`src/rtl/stopwatch_bcd_display.sv`:
```
// BCD stopwatch with start/stop, clear and lap freeze. It scans a registered snapshot of
// the count onto an 8-digit active-low seven-segment display, with optional leading-zero blanking.
module stopwatch_bcd_display #(
  parameter int unsigned TICK_DIV = 1_000_000,
  parameter int unsigned SCAN_DIV = 200_000,
  parameter int unsigned DIGITS   = 8,
  parameter int unsigned BLANK_LZ = 1
) (
  input  logic       clock,
  input  logic       reset,
  input  logic       start_stop,
  input  logic       clear,
  input  logic       lap,
  output logic [7:0] anode_select,
  output logic [6:0] segs,
  output logic       running,
  output logic       overflow
);

  localparam int unsigned TICK_W = (TICK_DIV > 1) ? $clog2(TICK_DIV) : 1;
  localparam int unsigned SCAN_W = (SCAN_DIV > 1) ? $clog2(SCAN_DIV) : 1;
  localparam int unsigned CNT_W  = 4 * DIGITS;
  localparam int unsigned IDX_W  = 3;

  logic              ss_prev_q, clr_prev_q, lap_prev_q;
  logic              run_q, run_d;
  logic              ovf_q, ovf_d;
  logic              freeze_q, freeze_d;
  logic [TICK_W-1:0] presc_q, presc_d;
  logic [SCAN_W-1:0] scan_q, scan_d;
  logic [IDX_W-1:0]  idx_q, idx_d;
  logic [CNT_W-1:0]  count_q, count_d, count_inc;
  logic [CNT_W-1:0]  snap_q, snap_d;
  logic [7:0]        anode_q, anode_d;
  logic [6:0]        segs_q, segs_d;

  logic ss_edge, clr_edge, lap_edge, tick, inc_carry;
  logic nonzero_hi, blank;
  logic [3:0] cur_digit;
  logic [6:0] seg_dec;

  assign ss_edge  = start_stop & ~ss_prev_q;
  assign clr_edge = clear & ~clr_prev_q;
  assign lap_edge = lap & ~lap_prev_q;
  assign tick     = run_q && (presc_q == TICK_W'(TICK_DIV - 1));

  // Ripple BCD increment; a carry out of the top digit means the count was all nines
  always_comb begin
    count_inc = count_q;
    inc_carry = 1'b1;
    for (int i = 0; i < int'(DIGITS); i++) begin
      if (inc_carry) begin
        if (count_q[4*i +: 4] == 4'd9) begin
          count_inc[4*i +: 4] = 4'd0;
        end else begin
          count_inc[4*i +: 4] = count_q[4*i +: 4] + 4'd1;
          inc_carry           = 1'b0;
        end
      end
    end
  end

  // Clear wins over tick and lap; start_stop toggles regardless
  always_comb begin
    run_d    = run_q ^ ss_edge;
    ovf_d    = ovf_q;
    freeze_d = freeze_q;
    presc_d  = presc_q;
    count_d  = count_q;
    scan_d   = scan_q;
    idx_d    = idx_q;
    snap_d   = freeze_q ? snap_q : count_q;
    if (clr_edge) begin
      count_d  = '0;
      presc_d  = '0;
      ovf_d    = 1'b0;
      freeze_d = 1'b0;
    end else begin
      if (tick) begin
        presc_d = '0;
        count_d = count_inc;
        if (inc_carry) ovf_d = 1'b1;
      end else if (run_q) begin
        presc_d = presc_q + TICK_W'(1);
      end
      if (lap_edge) freeze_d = ~freeze_q;
    end
    if (scan_q == SCAN_W'(SCAN_DIV - 1)) begin
      scan_d = '0;
      idx_d  = (idx_q == IDX_W'(DIGITS - 1)) ? '0 : idx_q + IDX_W'(1);
    end else begin
      scan_d = scan_q + SCAN_W'(1);
    end
  end

  // Digit select, leading-zero detection and segment decode for the scanned slot
  always_comb begin
    cur_digit  = 4'd0;
    nonzero_hi = 1'b0;
    for (int i = 0; i < int'(DIGITS); i++) begin
      if (idx_q == IDX_W'(i)) cur_digit = snap_q[4*i +: 4];
      if ((IDX_W'(i) >= idx_q) && (snap_q[4*i +: 4] != 4'd0)) nonzero_hi = 1'b1;
    end
    blank = (BLANK_LZ != 0) && (idx_q != '0) && !nonzero_hi;
    case (cur_digit)
      4'd0:    seg_dec = 7'b1000000;
      4'd1:    seg_dec = 7'b1111001;
      4'd2:    seg_dec = 7'b0100100;
      4'd3:    seg_dec = 7'b0110000;
      4'd4:    seg_dec = 7'b0011001;
      4'd5:    seg_dec = 7'b0010010;
      4'd6:    seg_dec = 7'b0000010;
      4'd7:    seg_dec = 7'b1111000;
      4'd8:    seg_dec = 7'b0000000;
      4'd9:    seg_dec = 7'b0010000;
      default: seg_dec = 7'b1111111;
    endcase
    anode_d = ~(8'(1) << idx_q);
    segs_d  = blank ? 7'b1111111 : seg_dec;
  end

  always_ff @(posedge clock) begin
    if (!reset) begin
      ss_prev_q  <= 1'b1;
      clr_prev_q <= 1'b1;
      lap_prev_q <= 1'b1;
      run_q      <= 1'b0;
      ovf_q      <= 1'b0;
      freeze_q   <= 1'b0;
      presc_q    <= '0;
      scan_q     <= '0;
      idx_q      <= '0;
      count_q    <= '0;
      snap_q     <= '0;
      anode_q    <= 8'hFE;
      segs_q     <= 7'b1000000;
    end else begin
      ss_prev_q  <= start_stop;
      clr_prev_q <= clear;
      lap_prev_q <= lap;
      run_q      <= run_d;
      ovf_q      <= ovf_d;
      freeze_q   <= freeze_d;
      presc_q    <= presc_d;
      scan_q     <= scan_d;
      idx_q      <= idx_d;
      count_q    <= count_d;
      snap_q     <= snap_d;
      anode_q    <= anode_d;
      segs_q     <= segs_d;
    end
  end

  assign anode_select = anode_q;
  assign segs         = segs_q;
  assign running      = run_q;
  assign overflow     = ovf_q;

endmodule

```
`config.mk`:
```
export PLATFORM = sky130hd
export DESIGN_NAME = stopwatch_bcd_display
export DESIGN_NICKNAME = d
export VERILOG_FILES = /design/src/rtl/stopwatch_bcd_display.sv
export SDC_FILE = /design/constraint.sdc
export NUM_CORES = 1
export LEC_CHECK = 0
export CELL_PAD_IN_SITES_DETAIL_PLACEMENT = 1
export CELL_PAD_IN_SITES_GLOBAL_PLACEMENT = 2
export CORE_AREA = 2 2 158 160
export CTS_CLUSTER_SIZE = 12
export DETAILED_ROUTE_END_ITERATION = 12
export DIE_AREA = 0 0 160 162
export PLACE_DENSITY_LB_ADDON = 0.05
export SYNTH_ARGS = -nofsm -noshare
export SYNTH_HDL_FRONTEND = slang
export SYNTH_SLANG_ARGS = --single-unit
export TNS_END_PERCENT = 30
```
`constraint.sdc`:
```
create_clock -name clock -period 4.83 [get_ports clock]
set_input_delay 0.483 -clock clock [delete_from_list [all_inputs] [get_ports clock]]
set_output_delay 0.483 -clock clock [all_outputs]
set_load 0.005 [all_outputs]
```
==> metrics <==
CTS tree=built; MaxCap Viol Count=0; Die Ht=162 microns; sw power=0.000545 W; initial antenna violation count=0; ANT nets after route=0; IR drop worst, VDD=0.213 mV; number of global-route vias before repair=4818; CP Data Arrival Time=3.85 ns; r2r startpoint=idx_q[0]; most common cell after layout, fill and taps aside=dfxtp_1; first-pass GRT wire length=25900 microns; sequential area share after synthesis=42.5%; Congestion Overflow GR=0; Starting Density=24.6%; Port Buffers=21; setup TNS=0 ns; number of clock sinks=126; mean post-synth cell area=8.89 sq um; Async SR Flop Fraction=0%; Fmax=0.279 GHz; Fin Clk Skew=0.0154 ns; Critical Path RT=5.09 ns; design area=7110 sq um; area added between synthesis and finish=19.6%; crit path from=idx_q[0]; post-DR wirelength/cell=15.1 microns; Core Area=24100 sq um; post-detail-place hpwl=10700 microns; CP max-delay cell=nor3_1; gr usage total=12.6%; fin nets=697; Yosys reg bits=126; outcome=completed; Setup-failing EPs final=0; worst path cell trace=inv_1, ha_1, nor4b_1, a211oi_1, nor3_1, ha_1, inv_1, mux2_2, o21ai_0, a21boi_0; HP Class=flop to flop; Slew @ Worst Pin=1.08 ns; fin crit share=74.3%; placed cell count=984; GPL Wtd Cong=0.737; clk root buf=clkbuf_16; Critical Path Fanout Max=24; initial DRC count=196; Cell Int Power=0.00201 W; Placement Rows=57; via count=4585; I/O pin total=22; Min Hold Slack=0.448 ns; proportion of layout cells with a drive suffix above 1=7.80%; PwrDens=360 nW/um^2; final wirelength=15400 microns; Antenna Cells=0; Clk pwr share=56.9%; register share of total power=41.3%; hold path start=scan_q[0]; Critical Path Sink Type=flop; clk_lat worst skew=0.42 ns; Clk pin slew, worst setup/hold paths=0.06 ns; RSZ-0062 raised after global routing=no; Yosys warnings=0; slowest cell delay on critical path=0.67 ns; H-tree levels=4; most frequent cells in the layout=125 x dfxtp_1, 76 x nor2_1, 48 x nand2_1, 48 x nor2b_1, 37 x mux2i_1; Die X=160 microns; die area=25900 sq um; max-slew violations=0; Sw Ratio=21.3%; Combinational Power Share=1.8%; clock tree buffer depth=2; Vias/cell=4.51; Slew HR=28.0%; # DRC=0; Leakage=2.41 nW; # Post-CTS Setup Buffers=0; Post-DP Area=6440 sq um; Synthesized Nets=686; post-route insts no fill=1016; hold_buf cts=0; mapped cell area=5940 sq um; post-synthesis cell type count=62; CTS resizes=0; Pwr Total=0.00256 W; CP Launch Type=flop; first-pass iteration count of the detailed router=4; largest net degree at the start of global routing=59; Min Clock Period, post-route=3.59 ns; Num CTS Buffers=17; prevailing post-synth register cell=dfxtp_1; critical path class=flop to flop; final hold vios=0; EDFF count, synth=0; Synth Instances=668
==> Yosys cell counts (2+ instances only) <==
| master | number | area (sq um) |
|---|---|---|
| a211oi_1 | 3 | 22.5 |
| a21boi_0 | 6 | 45.0 |
| a21oi_1 | 23 | 115 |
| a311o_1 | 2 | 20.0 |
| a31oi_1 | 5 | 31.3 |
| and2_1 | 8 | 50.1 |
| and3_1 | 8 | 50.1 |
| and3b_1 | 4 | 35.0 |
| and4_1 | 3 | 26.3 |
| buf_2 | 9 | 45.0 |
| buf_4 | 2 | 15.0 |
| clkbuf_1 | 21 | 78.8 |
| dfxtp_1 | 126 | 2520 |
| ha_1 | 13 | 163 |
| inv_1 | 19 | 71.3 |
| mux2i_1 | 37 | 370 |
| nand2_1 | 48 | 180 |
| nand2_2 | 2 | 12.5 |
| nand2b_1 | 16 | 100 |
| nand3_1 | 27 | 135 |
| nand3b_1 | 3 | 22.5 |
| nand4_1 | 13 | 81.3 |
| nand4b_1 | 3 | 26.3 |
| nor2_1 | 76 | 285 |
| nor2b_1 | 48 | 300 |
| nor3_1 | 10 | 50.1 |
| nor3b_1 | 5 | 37.5 |
| nor3b_2 | 2 | 25.0 |
| nor4_1 | 7 | 43.8 |
| nor4_4 | 2 | 42.5 |
| nor4b_1 | 4 | 35.0 |
| o211a_1 | 2 | 20.0 |
| o21ai_0 | 23 | 115 |
| o21ai_1 | 3 | 15.0 |
| o311a_1 | 2 | 20.0 |
| o31ai_1 | 2 | 15.0 |
| or3_1 | 6 | 37.5 |
| or4_1 | 3 | 22.5 |
| xnor2_1 | 24 | 210 |
| xor2_1 | 26 | 228 |
==> per-layer routing <==
layer	vias up	track usage (%)	part of all wire (%)
li1	2318	-	-
met3	12	3.14	2.1
met5	-	0	0
met4	0	3.64	1.3
met2	37	20.7	46
met1	2218	16.5	50
==> through the flow <==
| step | worst slack [ns] | util, % |
|---|---|---|
| after floorplan | 2.05 | - |
| after CTS | 1.20 | 29.5 |
| after global routing | 0.759 | 29.5 |
| after detailed placement | 1.22 | 26.7 |
| after global placement | 1.37 | 26.7 |
| final | 1.24 | 29.5 |
==> worst paths after layout <==
path	end	slack [ns]	cells after the start
worst min register to register	scan_q[0]	0.45	1
worst max-delay path	segs[4]	1.24	10
worst max register to register	segs[4]	1.24	10
worst min-delay path	scan_q[0]	0.45	1
==> logic make-up after synthesis <==
logic type                 after synthesis  share of synthesized area [%]
xor gates and xnor gates                50                           7.37
AOI/OAI and AO/OA                       84                           8.95
DFF                                    126                           42.5
and+or+nand+nor                        306                           28.5
adders and majority gates               13                           2.74
buffers and inverters                   51                           3.54
muxes                                   38                           6.42
==> worst max-delay path, delay by kind of cell, from the launching register on <==
| family | cells | cell delay, ns |
|---|---|---|
| flip-flops | 1 | 0.65 |
| AO/OA/AOI/OAI | 3 | 0.35 |
| adder cells (fa/ha/maj) | 2 | 0.83 |
| buffers and inverters | 2 | 0.23 |
| AND/OR/NAND/NOR | 2 | 1.11 |
| multiplexers | 1 | 0.25 |
==> power groups by stage <==
stage                logic, W  clock network [W]  registers [W]
finish              0.0000457            0.00146        0.00106
global route        0.0000511            0.00156        0.00106
CTS                 0.0000482            0.00151        0.00106
global placement    0.0000470                  0        0.00108
detailed placement  0.0000481                  0        0.00108
floorplan           0.0000400                  0        0.00107
==> final cells by class <==
type                       count  area, sq um
timing repair buffer          24          228
inverter                      19         71.3
clock buffer                  20          457
clock inverter                12          206
tap                          324          405
sequential                   126         2520
fill                        2832        17000
multi-input combinational    491         3220
==> registers in the layout (all words and copies together), names as in the netlist, 3 cells and up <==
register	count
snap_q	32
segs	7
scan_q	18
anode_select	8
idx_q	3
count_q	32
presc_q	20
Note: power is estimated with default switching activity, not from simulation.
